===== config.mk =====
export PLATFORM = sky130hd
export DESIGN_NAME = pong_match_controller_flat
export DESIGN_NICKNAME = d
export VERILOG_FILES = /design/src/rtl/pong_match_controller_if.sv /design/src/rtl/pong_match_controller.sv /design/src/flat_wrapper.sv
export SDC_FILE = /design/constraint.sdc
export NUM_CORES = 1
export LEC_CHECK = 0
export ABC_AREA = 1
export CAP_MARGIN = 15
export CORE_MARGIN = 2
export CORE_UTILIZATION = 54
export CTS_CLUSTER_DIAMETER = 120
export DETAILED_ROUTE_END_ITERATION = 6
export HOLD_SLACK_MARGIN = 0.15
export PLACE_DENSITY = 0.82
export SYNTH_ARGS = -nofsm -noshare
export SYNTH_HDL_FRONTEND = slang
export SYNTH_SLANG_ARGS = --single-unit
export TNS_END_PERCENT = 5

===== constraint.sdc =====
create_clock -name vsync -period 2 [get_ports vsync]
set_clock_uncertainty 0.1 [all_clocks]
set_input_delay 0.2 -clock vsync [delete_from_list [all_inputs] [get_ports vsync]]
set_output_delay 0.2 -clock vsync [all_outputs]
set_load 0.1 [all_outputs]

===== src/rtl/pong_match_controller_if.sv =====
`default_nettype none
// ============================================================================
// Module      : pong_match_controller_if
// Description : Match-level signal bundle between the match controller and
//               its environment.
//               Controller inputs:
//                 start, pause        : button levels
//                 miss_left/right     : miss pulses from the physics updater
//               Controller outputs:
//                 state, play_en      : match state and motion enable
//                 serve_req/dir       : ball launch request and direction
//                 player1/2_score     : scores
//                 game_over, winner   : end-of-match status
//               The "slave" modport is the controller side. The "master"
//               modport is the environment side.
// Revision    : 1.0 - initial release
// ============================================================================
interface pong_match_controller_if;
    logic       start;
    logic       pause;
    logic       miss_left;
    logic       miss_right;
    logic [2:0] state;
    logic       play_en;
    logic       serve_req;
    logic       serve_dir;
    logic [7:0] player1_score;
    logic [7:0] player2_score;
    logic       game_over;
    logic       winner;

    modport slave (
        input  start, pause, miss_left, miss_right,
        output state, play_en, serve_req, serve_dir,
               player1_score, player2_score, game_over, winner
    );

    modport master (
        output start, pause, miss_left, miss_right,
        input  state, play_en, serve_req, serve_dir,
               player1_score, player2_score, game_over, winner
    );
endinterface
`default_nettype wire


===== src/rtl/pong_match_controller.sv =====
`default_nettype none
// ============================================================================
// Module      : pong_match_controller
// Description : Frame-rate match sequencer for a two-player paddle game.
//               It advances once per vsync rising edge through these states:
//               IDLE, SERVE countdown, PLAY, POINT hold, PAUSED and OVER.
//               It also keeps both scores.
// Ports       : vsync - frame clock, one rising edge per frame
//               rst   - synchronous active-high reset
//               bus   - pong_match_controller_if.slave. It carries the button
//                       and miss inputs, and the registered state, score,
//                       serve and game-over outputs.
// Revision    : 1.0 - initial release
// ============================================================================
module pong_match_controller #(
    parameter int unsigned WIN_SCORE   = 7,
    parameter int unsigned SERVE_DELAY = 60,
    parameter int unsigned POINT_HOLD  = 90
) (
    input  wire                         vsync,
    input  wire                         rst,
    pong_match_controller_if.slave      bus
);

    localparam logic [2:0] c_ST_IDLE   = 3'd0;
    localparam logic [2:0] c_ST_SERVE  = 3'd1;
    localparam logic [2:0] c_ST_PLAY   = 3'd2;
    localparam logic [2:0] c_ST_POINT  = 3'd3;
    localparam logic [2:0] c_ST_OVER   = 3'd4;
    localparam logic [2:0] c_ST_PAUSED = 3'd5;

    // The frame counter is at least 8 bits wide.
    // It grows only if a delay parameter does not fit in 8 bits.
    localparam int unsigned c_MAX_LOAD = (SERVE_DELAY > POINT_HOLD) ? SERVE_DELAY : POINT_HOLD;
    localparam int unsigned c_CNT_W    = ($clog2(c_MAX_LOAD) > 8) ? $clog2(c_MAX_LOAD) : 8;
    localparam logic [c_CNT_W-1:0] c_SERVE_LOAD = c_CNT_W'(SERVE_DELAY - 1);
    localparam logic [c_CNT_W-1:0] c_HOLD_LOAD  = c_CNT_W'(POINT_HOLD - 1);
    localparam logic [7:0]         c_WIN        = 8'(WIN_SCORE);

    logic [2:0]         r_state, w_state_nxt;
    logic [2:0]         r_saved, w_saved_nxt;
    logic [c_CNT_W-1:0] r_cnt, w_cnt_nxt;
    logic [7:0]         r_p1, w_p1_nxt;
    logic [7:0]         r_p2, w_p2_nxt;
    logic               r_dir, w_dir_nxt;
    logic               r_winner, w_winner_nxt;
    logic               r_play_en, w_play_en_nxt;
    logic               r_serve_req, w_serve_req_nxt;
    logic               r_game_over, w_game_over_nxt;
    logic               r_start_q, r_pause_q;

    wire w_start_edge = bus.start & ~r_start_q;
    wire w_pause_edge = bus.pause & ~r_pause_q;
    wire w_cnt_zero   = (r_cnt == '0);

    // State and output registers.
    // The edge-detect history resets high, so a button that is held through
    // reset does not fire when reset is released.
    always_ff @(posedge vsync) begin
        if (rst) begin
            r_state     <= c_ST_IDLE;
            r_saved     <= c_ST_IDLE;
            r_cnt       <= '0;
            r_p1        <= '0;
            r_p2        <= '0;
            r_dir       <= 1'b1;
            r_winner    <= 1'b0;
            r_play_en   <= 1'b0;
            r_serve_req <= 1'b0;
            r_game_over <= 1'b0;
            r_start_q   <= 1'b1;
            r_pause_q   <= 1'b1;
        end else begin
            r_state     <= w_state_nxt;
            r_saved     <= w_saved_nxt;
            r_cnt       <= w_cnt_nxt;
            r_p1        <= w_p1_nxt;
            r_p2        <= w_p2_nxt;
            r_dir       <= w_dir_nxt;
            r_winner    <= w_winner_nxt;
            r_play_en   <= w_play_en_nxt;
            r_serve_req <= w_serve_req_nxt;
            r_game_over <= w_game_over_nxt;
            r_start_q   <= bus.start;
            r_pause_q   <= bus.pause;
        end
    end

    // Next-state and datapath logic.
    always_comb begin
        w_state_nxt  = r_state;
        w_saved_nxt  = r_saved;
        w_cnt_nxt    = r_cnt;
        w_p1_nxt     = r_p1;
        w_p2_nxt     = r_p2;
        w_dir_nxt    = r_dir;
        w_winner_nxt = r_winner;
        case (r_state)
            c_ST_IDLE: begin
                w_p1_nxt = '0;
                w_p2_nxt = '0;
                if (w_start_edge) begin
                    w_state_nxt = c_ST_SERVE;
                    w_cnt_nxt   = c_SERVE_LOAD;
                    w_dir_nxt   = 1'b1;
                end
            end
            c_ST_SERVE: begin
                // A pause edge takes precedence over an expiring countdown.
                // The launch then happens on the first frame after resume.
                if (w_pause_edge) begin
                    w_saved_nxt = c_ST_SERVE;
                    w_state_nxt = c_ST_PAUSED;
                end else if (w_cnt_zero) begin
                    w_state_nxt = c_ST_PLAY;
                end else begin
                    w_cnt_nxt = r_cnt - c_CNT_W'(1);
                end
            end
            c_ST_PLAY: begin
                // A miss beats a pause edge in the same frame.
                // A simultaneous double miss is a replay: no score change.
                if (bus.miss_left || bus.miss_right) begin
                    w_state_nxt = c_ST_POINT;
                    w_cnt_nxt   = c_HOLD_LOAD;
                    if (bus.miss_left && !bus.miss_right) begin
                        w_p2_nxt  = r_p2 + 8'd1;
                        w_dir_nxt = 1'b0;
                    end else if (bus.miss_right && !bus.miss_left) begin
                        w_p1_nxt  = r_p1 + 8'd1;
                        w_dir_nxt = 1'b1;
                    end
                end else if (w_pause_edge) begin
                    w_saved_nxt = c_ST_PLAY;
                    w_state_nxt = c_ST_PAUSED;
                end
            end
            c_ST_POINT: begin
                if (w_cnt_zero) begin
                    if (r_p1 >= c_WIN || r_p2 >= c_WIN) begin
                        w_state_nxt  = c_ST_OVER;
                        w_winner_nxt = (r_p2 >= c_WIN);
                    end else begin
                        w_state_nxt = c_ST_SERVE;
                        w_cnt_nxt   = c_SERVE_LOAD;
                    end
                end else begin
                    w_cnt_nxt = r_cnt - c_CNT_W'(1);
                end
            end
            c_ST_OVER: begin
                if (w_start_edge) begin
                    w_p1_nxt    = '0;
                    w_p2_nxt    = '0;
                    w_dir_nxt   = 1'b1;
                    w_state_nxt = c_ST_SERVE;
                    w_cnt_nxt   = c_SERVE_LOAD;
                end
            end
            c_ST_PAUSED: begin
                // Resume without touching the counter.
                if (w_pause_edge) begin
                    w_state_nxt = r_saved;
                end
            end
            default: begin
                w_state_nxt = c_ST_IDLE;
                w_p1_nxt    = '0;
                w_p2_nxt    = '0;
            end
        endcase
    end

    // Registered outputs are decoded from the upcoming state.
    // A serve request is raised only on the SERVE to PLAY launch, never on a
    // resume from PAUSED.
    always_comb begin
        w_play_en_nxt   = (w_state_nxt == c_ST_PLAY);
        w_serve_req_nxt = (r_state == c_ST_SERVE) && (w_state_nxt == c_ST_PLAY);
        w_game_over_nxt = (w_state_nxt == c_ST_OVER);
    end

    assign bus.state         = r_state;
    assign bus.play_en       = r_play_en;
    assign bus.serve_req     = r_serve_req;
    assign bus.serve_dir     = r_dir;
    assign bus.player1_score = r_p1;
    assign bus.player2_score = r_p2;
    assign bus.game_over     = r_game_over;
    assign bus.winner        = r_winner;

endmodule
`default_nettype wire


===== src/flat_wrapper.sv =====
// flat-port wrapper written by rule: the top's interface ports become plain ports
module pong_match_controller_flat 
#(
    parameter int unsigned WIN_SCORE   = 7,
    parameter int unsigned SERVE_DELAY = 60,
    parameter int unsigned POINT_HOLD  = 90
)
  (vsync, rst, bus_start, bus_pause, bus_miss_left, bus_miss_right, bus_state, bus_play_en, bus_serve_req, bus_serve_dir, bus_player1_score, bus_player2_score, bus_game_over, bus_winner);
  pong_match_controller_if bus_i ();
  input  wire vsync;
  input  wire rst;
  input wire logic [$bits(bus_i.start)-1:0] bus_start;
  input wire logic [$bits(bus_i.pause)-1:0] bus_pause;
  input wire logic [$bits(bus_i.miss_left)-1:0] bus_miss_left;
  input wire logic [$bits(bus_i.miss_right)-1:0] bus_miss_right;
  output wire logic [$bits(bus_i.state)-1:0] bus_state;
  output wire logic [$bits(bus_i.play_en)-1:0] bus_play_en;
  output wire logic [$bits(bus_i.serve_req)-1:0] bus_serve_req;
  output wire logic [$bits(bus_i.serve_dir)-1:0] bus_serve_dir;
  output wire logic [$bits(bus_i.player1_score)-1:0] bus_player1_score;
  output wire logic [$bits(bus_i.player2_score)-1:0] bus_player2_score;
  output wire logic [$bits(bus_i.game_over)-1:0] bus_game_over;
  output wire logic [$bits(bus_i.winner)-1:0] bus_winner;
  assign bus_i.start = bus_start;
  assign bus_i.pause = bus_pause;
  assign bus_i.miss_left = bus_miss_left;
  assign bus_i.miss_right = bus_miss_right;
  assign bus_state = bus_i.state;
  assign bus_play_en = bus_i.play_en;
  assign bus_serve_req = bus_i.serve_req;
  assign bus_serve_dir = bus_i.serve_dir;
  assign bus_player1_score = bus_i.player1_score;
  assign bus_player2_score = bus_i.player2_score;
  assign bus_game_over = bus_i.game_over;
  assign bus_winner = bus_i.winner;
  pong_match_controller #(.WIN_SCORE(WIN_SCORE), .SERVE_DELAY(SERVE_DELAY), .POINT_HOLD(POINT_HOLD)) u_core (.vsync(vsync), .rst(rst), .bus(bus_i));
endmodule

Word-level counts from Yosys, hierarchy flattened
Index checks and enable logic that the tools add are counted.
{"block": "op_classes", "n_mux": 33, "n_bitwise": 5, "order_cmp": 2, "eq_ne": 20, "add_sub_neg": 3, "n_reduce_logical": 20}
{"cell": "two-way mux 8 bit", "count": 12}
{"cell": "case mux 8 bit (3 select lines)", "count": 2}
{"cell": "two-way mux 3 bit", "count": 11}
{"cell": "case mux 8 bit (4 select lines)", "count": 1}
{"cell": "adder 8 x 1 -> 8 bit (second input constant)", "count": 2}
{"cell": "greater-or-equal comparator 8 x 3 -> 1 bit (second input constant)", "count": 2}
{"cell": "case mux 3 bit (5 select lines)", "count": 1}
{"cell": "!= test 2 x 1 -> 1 bit (second input constant)", "count": 7}
{"cell": "AND reduction 4 bit", "count": 3}
{"cell": "== test 3 x 2 -> 1 bit (second input constant)", "count": 3}
{"cell": "== test 3 bit (second input constant)", "count": 3}
{"cell": "zero test 8 bit", "count": 1}
{"cell": "!= test 2 bit (second input constant)", "count": 4}
{"cell": "subtractor 8 x 1 -> 8 bit (second input constant)", "count": 1}
{"cell": "case mux 3 bit (2 select lines)", "count": 1}
{"cell": "AND reduction 6 bit", "count": 1}
{"cell": "AND reduction 5 bit", "count": 1}
{"cell": "two-way mux 1 bit", "count": 4}
{"cell": "nonzero test 2 bit", "count": 2}
{"cell": "nonzero test 4 bit", "count": 1}
{"cell": "== test 3 x 1 -> 1 bit (second input constant)", "count": 1}
{"cell": "logical AND 1 bit", "count": 3}
{"cell": "zero test 3 bit", "count": 1}
{"cell": "!= test 3 x 1 -> 1 bit (second input constant)", "count": 1}
{"cell": "9 further kinds", "count": 14}
{"block": "word_totals", "output_inout_bits": 24, "elab_cells": 95, "input_bits": 6, "reg_bits": 37}

Logic depth before layout (Yosys ltp)
Gate-level depths: netlist of run 1.
{"block": "logic_depth", "ltp_word": 7, "ltp_mapped": 11, "depth_no_buf": 11}

Worst setup path before layout of run 1
Ideal clock, no wire load.
{"block": "synth_path", "path_kind": "register to register", "start": "register u_core.r_state[1], in the netlist u_core.bus.state[1]", "end": "register u_core.r_p1[6], in the netlist u_core.bus.player1_score[6]", "t_required_ns": 1.772, "setup_time_ns": 0.128, "path_slack_ns": -0.322, "synth_period_minus_slack_ns": 2.322, "n_path_buf": 1, "arrival_ns": 2.094, "path_stages_with_launch": 11, "cell_sequence": "dfxtp_1 > nand2_1 > nor2_2 > nand2_1 > nand2_1 > nor2_1 > nand2_2 > buf_6 > nor2_1 > a21oi_1 > nor2_1"}
{"block": "synth_via", "elab_chain_len": 4, "elab_cells_between_ends": 13, "cone_classes": "eq/ne (9); mux (1); bitwise (1); reduce/logical (2)"}
{"item": "start: declaration", "line_no": "pong_match_controller.sv:40", "rtl": "logic [2:0] r_state, w_state_nxt;"}
{"item": "start signal: assignment", "line_no": "pong_match_controller.sv:61", "rtl": "r_state <= c_ST_IDLE;"}
{"item": "start signal: assignment", "line_no": "pong_match_controller.sv:74", "rtl": "r_state <= w_state_nxt;"}
{"item": "== test 3 x 2 -> 1 bit (tied with other cells)", "line_no": "pong_match_controller.sv:98", "rtl": "case (r_state)"}
{"item": "OR reduction 3 bit (no source line)"}
{"item": "inverter 1 bit (no source line)"}
{"item": "AND reduction 5 bit (no source line)"}
{"item": "end signal: assignment", "line_no": "pong_match_controller.sv:77", "rtl": "r_p1 <= w_p1_nxt;"}
{"item": "end: declaration", "line_no": "pong_match_controller.sv:43", "rtl": "logic [7:0] r_p1, w_p1_nxt;"}
Parallel ways exist; a longest one is shown, timed or not.
A chain may end at the register's enable or synchronous reset.

Worst setup path after layout of run 1
{"block": "layout_path", "start": "register u_core.r_p2[0], in the netlist u_core.bus.player2_score[0]", "end": "register u_core.r_cnt[5]"}
{"block": "layout_via", "elab_chain_len": 4}
{"item": "start: declaration", "line_no": "pong_match_controller.sv:44", "rtl": "logic [7:0] r_p2, w_p2_nxt;"}
{"item": "start signal: assignment", "line_no": "pong_match_controller.sv:78", "rtl": "r_p2 <= w_p2_nxt;"}
{"item": "greater-or-equal comparator 8 x 3 -> 1 bit", "line_no": "pong_match_controller.sv:140", "rtl": "if (r_p1 >= c_WIN || r_p2 >= c_WIN) begin"}
{"item": "logical OR 1 bit", "line_no": "pong_match_controller.sv:140"}
{"item": "!= test 3 bit (no source line)"}
{"item": "AND reduction 6 bit (no source line)"}
{"item": "end signal: assignment", "line_no": "pong_match_controller.sv:76", "rtl": "r_cnt <= w_cnt_nxt;"}
{"item": "end: declaration", "line_no": "pong_match_controller.sv:42", "rtl": "logic [c_CNT_W-1:0] r_cnt, w_cnt_nxt;"}
Every way passes these cells.

==> metrics.md, run 1 <==
| Metric | Value |
|---|---|
| Status | completed |
| Final setup violation count | 0 |
| Hpwl dp | 3.51 mm |
| WP buf/inv | 1 |
| Dpl cells | 401 |
| Max_cap viols | 0 |
| Post-DRT Antenna Nets | 0 |
| Cells after Synth | 322 |
| Hold/Removal Path Class | reg -> reg |
| CP Capture Type | register |
| VDD IR max | 0.425 mV |
| Net Sw Frac | 38.8% |
| Htree depth | 2 |
| # diodes | 0 |
| RSZ-0062 raised after global routing | no |
| Worst Path Arrival | 1.91 ns |
| Largest net degree at the start of global routing | 15 |
| WP data required | 2.12 ns |
| Main synth FF type | dfxtp_1 |
| Area leader, netlist | dfxtp_1 |
| Crit-path most repeated cell | nand2_1 |
| Starting Density | 56.6% |
| Filler cells | 342 |
| Post-Syn Area | 2090 µm² |
| Floorplan row count | 22 |
| DRC | 0 |
| Final Cycle Share | 89.4% |
| Buffers added on ports | 29 |
| Top cells by area, synth | dfxtp_1, nand2_1, nor2_1, a21oi_1, inv_1 |
| Seq/Total Area, Yosys | 34.5% |
| Final Critical Period | 1.79 ns |
| Area of the multi-input gates | 1200 µm² |
| Synth cell count leaders | nand2_1, nor2_1, dfxtp_1 |
| F_max | 560 MHz |
| DIE AREA | 4380 µm² |
| Crit-path cells | ha_1, nand2_1, nand2_1, nor2_1, nand3_1, nand2_2, inv_1, nor2_4, nand2_1, a21oi_1 |
| Synthesized area per cell | 6.49 µm² |
| CTS Sinks | 36 |
| Power Internal | 0.00121 W |
| Worst setup path category | reg -> reg |
| Routed WL | 4.65 mm |
| CP Launch Type | register |
| Slew margin rel. | 75.7% |
| Router iterations before antenna repair | 4 |
| Post-synth EDFFs | 0 |
| Delay of the slowest critical-path stage | 0.34 ns |
| Worst Path Max Fanout | 8 |
| Leak | 1.17 nW |
| Power Dens Cells | 787 nW/µm² |
| Share of layout cells above drive strength 1 | 20.4% |
| CTS tree | yes |
| Seq pwr share | 40.7% |
| Ys async rst share | 0% |
| Fin nets | 372 |
| CTS Buf Count | 5 |
| Reg clk slew, reported paths | 0.08 ns |
| Non-Filler Instances | 411 |
| YS warnings | 0 |
| Util after Layout | 68.0% |
| Die W | 66.2 µm |
| Slowest CP cell | dfxtp_2 |
| GPL Wtd Cong | 0.931 |
| CTS Buffer Depth | 2 |
| Die Height | 66.2 µm |
| Syn_nets | 332 |
| Initial DRC Count | 105 |
| Via count | 2,129 |
| Clock latency on the worst-skew pair | 0.29 ns |
| Final Hold Vio Count | 0 |
| Area grow syn2layout | 20.1% |
| Core footprint | 3690 µm² |
| Top Family by Delay on Critical Path | simple AND/OR/NAND/NOR gates |
| Initial antenna violation count | 0 |
| Drt wl/cell | 11.3 µm |
| Slew @ Worst Pin | 0.363 ns |
| Overall power | 0.00198 W |
| First-pass GRT wire length | 8.15 mm |
| Clock share of power | 26.1% |
| Synth Register Bits | 36 |
| Tot GR Track Use | 23.9% |
| Combinational share of power | 33.3% |
| Number of global-route vias before repair | 1,834 |
| Via density | 5.18 |
| Global route overflow | 0 |
| Yosys top cell area share | 34.5% |
| Final Max Tran Viols | 0 |
| Num ports | 30 |
| Most numerous cell in the Yosys netlist | nand2_1 |
| Register Area | 729 µm² |
| Clock Tree Root | clkbuf_8 |
| Library cells used by synthesis | 27 |
| Sw Pwr | 0.000766 W |
worst reg2reg max path: stages (launching register included):
cell     delay [ns]
dfxtp_2        0.34
ha_1           0.22
nand2_1        0.09
nand2_1        0.07
nor2_1         0.12
nand3_1        0.12
nand2_2        0.15
inv_1          0.08
nor2_4         0.19
nand2_1        0.08
a21oi_1        0.14
per-stage QoR:
stage / worst slack (ns) / instance area [µm²] / hold WS (ns) / setup TNS, ns
floorplan: -0.0894 / 2100 / 0.196 / -0.170
detailed placement: 0.139 / 2410 / 0.358 / 0
global placement: 0.139 / 2410 / 0.353 / 0
finish: 0.213 / 2510 / 0.365 / 0
CTS: 0.167 / 2490 / 0.368 / 0
global route: 0.0260 / 2510 / 0.382 / 0
layout by cell type (no fill, tap or decap), types with 8 or more instances in the layout:
master	instances
dfxtp_1	29
buf_4	31
nand2_1	82
inv_1	33
nand4_1	10
nor2_1	49
o21ai_0	9
nand3_1	19
inv_2	8
a21oi_1	29
layer usage:
| metal | GRT usage [%] | share of wire (%) | vias to the layer above |
|---|---|---|---|
| met4 | 8.67 | 0.73 | 0 |
| li1 | - | - | 1113 |
| met5 | 0 | 0 | - |
| met3 | 5.28 | 4.1 | 2 |
| met2 | 37.0 | 46 | 51 |
| met1 | 32.6 | 49 | 963 |
sequential cells by signal (all words and copies together), names as in the netlist:
name                      cells
u_core.bus.play_en            1
u_core.bus.winner             1
u_core.bus.state              3
u_core.r_pause_q              1
u_core.r_cnt                  8
u_core.r_start_q              1
u_core.bus.serve_dir          1
u_core.bus.player2_score      8
u_core.bus.game_over          1
u_core.bus.serve_req          1
u_core.r_saved                2
u_core.bus.player1_score      8
final cells by class:
cell class                      instances  share of cell area [%]
Multi-Input combinational cell        242                    47.7
Sequential cell                        36                    29.1
Timing Repair Buffer                   36                    11.3
Inverter                               41                    6.13
Clock buffer                            5                    2.74
Tap cell                               48                    2.39
Clock inverter                          3                   0.748
cell families after synthesis:
family	share of synthesized area, %
simple gates	40.0
buf+inv	8.26
fa+ha+maj	2.40
compound gates	11.9
flops	34.5
xor+xnor	2.93
power groups by stage:
stage               combinational, W  sequential (W)  clock (W)
floorplan                   0.000384        0.000918          0
global placement            0.000610        0.000818          0
detailed placement          0.000617        0.000819          0
CTS                         0.000621        0.000802   0.000531
global route                0.000726        0.000812   0.000564
finish                      0.000657        0.000804   0.000515
worst paths after layout:
| check | from | end | slack (ns) | cells after the start |
|---|---|---|---|---|
| worst max-delay path | u_core.bus.player2_score[0]$_SDFFE_PP0P_ | u_core.r_cnt[5]$_SDFFE_PP0P_ | 0.21 | 10 |
| worst max register to register | u_core.bus.player2_score[0]$_SDFFE_PP0P_ | u_core.r_cnt[5]$_SDFFE_PP0P_ | 0.21 | 10 |
| worst min register to register | u_core.r_saved[1]$_SDFFE_PP0P_ | u_core.r_saved[1]$_SDFFE_PP0P_ | 0.37 | 2 |
| worst min-delay path | u_core.r_saved[1]$_SDFFE_PP0P_ | u_core.r_saved[1]$_SDFFE_PP0P_ | 0.37 | 2 |
what timing repair did:
item,4_1_cts,5_1_grt
setup buffers,0,2
hold buffers,0,0
endpoints found under the setup margin,0,4
gates resized for setup,0,1
hold endpoints to repair,0,0
(Power assumes the default switching activity.)
==> inputs of run 2 (changes only) <==
--- a/config.mk
+++ b/config.mk
@@ -12,6 +12,7 @@
 export CTS_CLUSTER_DIAMETER = 120
 export DETAILED_ROUTE_END_ITERATION = 6
+export GPL_TIMING_DRIVEN = 0
 export HOLD_SLACK_MARGIN = 0.15
-export PLACE_DENSITY = 0.82
+export PLACE_DENSITY = 0.77
 export SYNTH_ARGS = -nofsm -noshare
 export SYNTH_HDL_FRONTEND = slang
==> constraint.sdc (replaced) <==
create_clock -name vsync -period 2 [get_ports vsync]
set_clock_uncertainty 0.1 [all_clocks]
set_input_delay 0.6 -clock vsync [delete_from_list [all_inputs] [get_ports vsync]]
set_output_delay 0.6 -clock vsync [all_outputs]
set_load 0.1 [all_outputs]
==> run 2 against run 1 <==
Net effect: register-to-register slack got worse by 0.02 ns; cell count is 0.97% lower; flip-flop and latch count is the same; critical endpoint is now bus_state[2]; setup slack got worse by 0.20 ns; highest routed layer unchanged; global-route usage rose by 1.3 points; critical path type is now reg -> out.
==> metrics.md, run 2 (synthesized netlist as in run 1, its figures left out) <==
| Metric | Value |
|---|---|
| Setup Fix Bufs, Post-CTS | 0 |
| Fin nets | 368 |
| CTS Sinks | 36 |
| Final Critical Period | 1.99 ns |
| Router iterations before antenna repair | 5 |
| Net Sw Frac | 38.6% |
| Core footprint | 3690 µm² |
| First-pass GRT wire length | 8.62 mm |
| Tot GR Track Use | 25.2% |
| Leak | 1.13 nW |
| Clock Tree Root | clkbuf_8 |
| Buffers added on ports | 29 |
| F_max | 504 MHz |
| GRT Max-Usage Layer | met2 |
| Worst hold path stage count | 2 |
| Hpwl dp | 3.59 mm |
| Clock latency on the worst-skew pair | 0.30 ns |
| Final setup violation count | 0 |
| Hold Crit Start | u_core.bus.winner$_SDFFE_PP0P_ |
| Die W | 66.2 µm |
| DP Area | 2450 µm² |
| # diodes | 0 |
| Hold path endpoint | u_core.bus.winner$_SDFFE_PP0P_ |
| RSZ-0062 raised after global routing | yes |
| Commonest non-fill, non-tap cell in the layout | nand2_1 |
| Num ports | 30 |
| Non-Filler Instances | 407 |
| CTS Buf Count | 5 |
| Delay of the slowest critical-path stage | 0.58 ns |
| Clock share of power | 27.5% |
| Sw Pwr | 0.000772 W |
| Slowest CP cell | clkdlybuf4s15_2 |
| Power Dens Cells | 788 nW/µm² |
| Util after Layout | 68.9% |
| Htree depth | 2 |
| Worst Path Max Fanout | 8 |
| Dpl cells | 399 |
| Final Cycle Share | 99.3% |
| Number of global-route vias before repair | 1,935 |
| Most frequent cells in the layout | nand2_1, nor2_1, inv_1 |
| CP Capture Type | primary output |
| Drt wl/cell | 12.2 µm |
| Reg clk slew, reported paths | 0.07 ns |
| Floorplan row count | 22 |
| WP data required | 1.30 ns |
| CTS tree | yes |
| DRC | 0 |
| Routed WL | 4.95 mm |
| Status | completed |
| CP Launch Type | register |
| Hold buffer count at CTS | 0 |
| Post-route design area | 2540 µm² |
| Setup TNS | 0 ns |
| Beginning of the critical path | u_core.bus.state[2]$_SDFF_PP0_ |
| Area grow syn2layout | 21.6% |
| Post-DRT Antenna Nets | 0 |
| Worst setup path category | reg -> out |
| Slew @ Worst Pin | 0.547 ns |
| GPL Wtd Cong | 0.916 |
| Share of layout cells above drive strength 1 | 21.2% |
| Final Hold Vio Count | 0 |
| Max_cap viols | 0 |
| FF-to-FF End | u_core.r_cnt[0]$_SDFFE_PP0P_ |
| Slew margin rel. | 63.6% |
| Die Height | 66.2 µm |
| Hold/Removal Path Class | reg -> reg |
| Met3 global-route usage | 5.45% |
| WP buf/inv | 1 |
| Reg2reg setup slack | 0.19 ns |
| Global route overflow | 0 |
| CTS Buffer Depth | 2 |
| Worst Path Arrival | 1.29 ns |
| Initial antenna violation count | 0 |
| Largest net degree at the start of global routing | 12 |
| Seq pwr share | 40.1% |
| Power Internal | 0.00123 W |
| Combinational share of power | 32.3% |
| Met2 Usage GRT | 40.4% |
| Initial DRC Count | 115 |
| Met1 Use GR | 33.6% |
| Crit-path cells | clkdlybuf4s15_2 |
| DIE AREA | 4380 µm² |
| Overall power | 0.00200 W |
| Via count | 2,138 |
| Via density | 5.25 |
| Worst reg2reg path startpoint | u_core.bus.player2_score[0]$_SDFFE_PP0P_ |
| Starting Density | 56.6% |
| Top Family by Delay on Critical Path | buffers and inverters |
| Final Max Tran Viols | 0 |
| VDD IR max | 0.520 mV |
| Worst r2r path cells | 10 |
run 2: changes by cell type in the layout (fill, tap and decap cells not counted), sizes merged:
cell / previous run / this run
clkinvlp: 0 / 1
clkbuf: 5 / 10
clkdlybuf4s18: 0 / 2
clkdlybuf4s15: 0 / 11
clkinv: 3 / 0
buf: 31 / 11
run 2: how the worst max path moves through the flow:
stage	to	slack (ns)	depth (start not counted)
after detailed placement	u_core.bus.player2_score[4]$_SDFFE_PP0P_	-0.36	10
after CTS	bus_player1_score[6]	-0.23	1
after global placement	u_core.bus.player1_score[0]$_SDFFE_PP0P_	-0.31	10
final	bus_state[2]	0.01	1
after floorplan	u_core.bus.player1_score[5]$_SDFFE_PP0P_	-0.09	8
after global routing	u_core.bus.player1_score[3]$_SDFFE_PP0P_	-0.09	11
run 2: layout make-up:
class,instances,area [µm²]
sequential,36,729
buffer,3,18.8
multi-input combinational,242,1230
inverter,41,156
clock buffer,7,86.3
tap,48,60.1
clock inverter,1,7.51
timing repair buffer,29,249
fill,346,1150
run 2: through the flow:
step                setup slack, ns  hold slack, ns
finish                       0.0146           0.380
global route                -0.0935           0.404
floorplan                   -0.0894           0.344
CTS                          -0.229           0.384
detailed placement           -0.360           0.373
global placement             -0.314           0.355
run 2: power by group through the flow:
stage	clock network [W]	logic (W)	registers [W]
global placement	0	0.000620	0.000817
detailed placement	0	0.000626	0.000817
finish	0.000551	0.000647	0.000804
CTS	0.000559	0.000631	0.000801
global route	0.000593	0.000721	0.000811
floorplan	0	0.000384	0.000918
run 2: repair_timing:
action / in CTS / in global routing
gates resized for setup: 84 / 23
endpoints found under the setup margin: 33 / 31
cloned: 0 / 0
pin swaps: 0 / 1
run 2: per-layer routing:
layer | up-vias | part of all wire, %
met2 | 43 | 46
met4 | 0 | 1.3
met5 | - | 0
met1 | 984 | 48
met3 | 7 | 4.3
li1 | 1104 | -
==> inputs of run 3 (changes only) <==
CORE_MARGIN = 10   (was 2)
==> run 3 against run 2 <==
Net effect: register-to-register slack worse by 0.04 ns; clock power rose by 14%; sequential share of layout area decreased by 0.55 points; clock-buffer cell count fell by 1; power grew 4.7%; sequential power about the same; final area rose by 2.0%; critical path type is now in -> reg; highest routed layer unchanged.
==> metrics.md, run 3 (synthesized netlist as in run 1, its figures left out) <==
| Metric | Value |
|---|---|
| Status | completed |
| DP Area | 2450 µm² |
| Combinational share of power | 31.7% |
| Setup Fix Bufs, Post-CTS | 0 |
| Most frequent cells in the layout | nand2_1, nor2_1, inv_1 |
| Final Max Tran Viols | 0 |
| First-pass GRT wire length | 8.81 mm |
| Crit-path cells | clkdlybuf4s50_1, inv_1, nor2_2, nor2_2, nand2_2, nand2_2, nor2_2, nand2_2, buf_6, nor3b_2, nor2_1 |
| Slew margin rel. | 63.8% |
| Seq pwr share | 38.3% |
| GRT Max-Usage Layer | met2 |
| Reg2reg setup slack | 0.15 ns |
| WP data required | 2.09 ns |
| DRC | 0 |
| Met2 Usage GRT | 26.5% |
| Tot GR Track Use | 16.2% |
| Worst hold path stage count | 2 |
| Pre-CTS WS | -0.366 ns |
| Starting Density | 56.6% |
| Power Internal | 0.00133 W |
| Global route overflow | 0 |
| Setup TNS | 0 ns |
| Met3 global-route usage | 4.64% |
| Slew @ Worst Pin | 0.543 ns |
| FF-to-FF End | u_core.bus.player1_score[7]$_SDFFE_PP0P_ |
| Htree depth | 2 |
| Worst Path Max Fanout | 5 |
| CP Capture Type | register |
| Die Height | 82.2 µm |
| Commonest non-fill, non-tap cell in the layout | nand2_1 |
| Via density | 5.25 |
| Sw Pwr | 0.000768 W |
| Top Family by Delay on Critical Path | simple AND/OR/NAND/NOR gates |
| Reg clk slew, reported paths | 0.08 ns |
| Router iterations before antenna repair | 4 |
| Num ports | 30 |
| Worst r2r path cells | 11 |
| Via count | 2,141 |
| Clock latency on the worst-skew pair | 0.29 ns |
| CTS tree | yes |
| Post-route design area | 2590 µm² |
| Filler cells | 330 |
| Post-DRT Antenna Nets | 0 |
| Leak | 1.15 nW |
| Hpwl dp | 3.82 mm |
| Hold Crit Start | u_core.r_saved[1]$_SDFFE_PP0P_ |
| Area grow syn2layout | 24.0% |
| Worst setup path category | in -> reg |
| Floorplan row count | 22 |
| Final Hold Vio Count | 0 |
| Final Critical Period | 1.98 ns |
| Net Sw Frac | 36.6% |
| Overall power | 0.00210 W |
| Clock Tree Root | clkbuf_8 |
| RSZ-0062 raised after global routing | yes |
| DIE AREA | 6760 µm² |
| Buffers added on ports | 29 |
| Clock share of power | 30.0% |
| CP Launch Type | input port |
| Fin nets | 369 |
| Met1 Use GR | 20.0% |
| Initial antenna violation count | 0 |
| Core footprint | 3690 µm² |
| VDD IR max | 0.507 mV |
| Final Cycle Share | 99.1% |
| F_max | 505 MHz |
| Initial DRC Count | 191 |
| Hold/Removal Path Class | reg -> reg |
| Worst reg2reg path startpoint | u_core.bus.state[2]$_SDFF_PP0_ |
| WP buf/inv | 3 |
| Final setup violation count | 0 |
| Final WS setup | 0.0180 ns |
| Drt wl/cell | 12.7 µm |
| Delay of the slowest critical-path stage | 0.45 ns |
| # diodes | 0 |
| Largest net degree at the start of global routing | 12 |
| Slowest CP cell | clkdlybuf4s50_1 |
| Routed WL | 5.17 mm |
| CTS Sinks | 36 |
| Max_cap viols | 0 |
| Number of global-route vias before repair | 1,926 |
| Power Dens Cells | 809 nW/µm² |
| Die W | 82.2 µm |
| CTS Buf Count | 5 |
| GPL Wtd Cong | 0.937 |
| Worst Path Arrival | 2.07 ns |
| CTS Buffer Depth | 2 |
| Hold path endpoint | u_core.r_saved[1]$_SDFFE_PP0P_ |
| Share of layout cells above drive strength 1 | 23.6% |
run 3: metal layers:
metal | share of wire [%] | wire, µm
met3 | 5.0 | 260
met1 | 47 | 2410
met4 | 1.7 | 89
met5 | 0 | 0
met2 | 47 | 2420
run 3: how the worst max path moves through the flow:
| stage | from | depth (start not counted) | end |
|---|---|---|---|
| after floorplan | u_core.bus.player1_score[4]$_SDFFE_PP0P_ | 8 | u_core.bus.player1_score[5]$_SDFFE_PP0P_ |
| after global placement | bus_start | 10 | u_core.bus.player1_score[0]$_SDFFE_PP0P_ |
| after detailed placement | bus_start | 10 | u_core.bus.player2_score[4]$_SDFFE_PP0P_ |
| after CTS | u_core.bus.player2_score[4]$_SDFFE_PP0P_ | 1 | bus_player2_score[4] |
| after global routing | bus_start | 11 | u_core.bus.player1_score[3]$_SDFFE_PP0P_ |
| final | bus_start | 11 | u_core.bus.player1_score[3]$_SDFFE_PP0P_ |
run 3: metrics by stage:
stage | cells | hold slack, ns | util, %
floorplan | 322 | 0.344 | -
global placement | 399 | 0.355 | 66.4
detailed placement | 399 | 0.366 | 66.4
CTS | 407 | 0.378 | 69.6
global route | 408 | 0.389 | 70.3
finish | 408 | 0.376 | 70.3
run 3: power by group through the flow:
stage	clock network [W]	logic, W	registers (W)
6_report	0.000630	0.000665	0.000802
5_1_grt	0.000676	0.000738	0.000808
4_1_cts	0.000640	0.000626	0.000801
3_5_place_dp	0	0.000624	0.000817
3_3_place_gp	0	0.000621	0.000817
2_1_floorplan	0	0.000384	0.000918
run 3: layout make-up:
class | count | area [µm²] | share of cell area [%]
Clock inverter | 2 | 35.0 | 1.35
Clock buffer | 6 | 72.6 | 2.80
Timing Repair Buffer | 30 | 262 | 10.1
Multi-Input combinational cell | 242 | 1260 | 48.5
Inverter | 41 | 156 | 6.04
Buffer | 3 | 18.8 | 0.724
Sequential cell | 36 | 729 | 28.2
Tap cell | 48 | 60.1 | 2.32
run 3: tightest hold or removal path, stage by stage (launching register included):
cell	delay, ns
dfxtp_1	0.31
nand2_1	0.06
a21oi_1	0.06
run 3: timing repair:
action | CTS | global route
pin swaps | 0 | 7
hold buffers | 0 | 0
gates resized for setup | 80 | 39
cloned | 0 | 1
endpoints found under the setup margin | 36 | 32
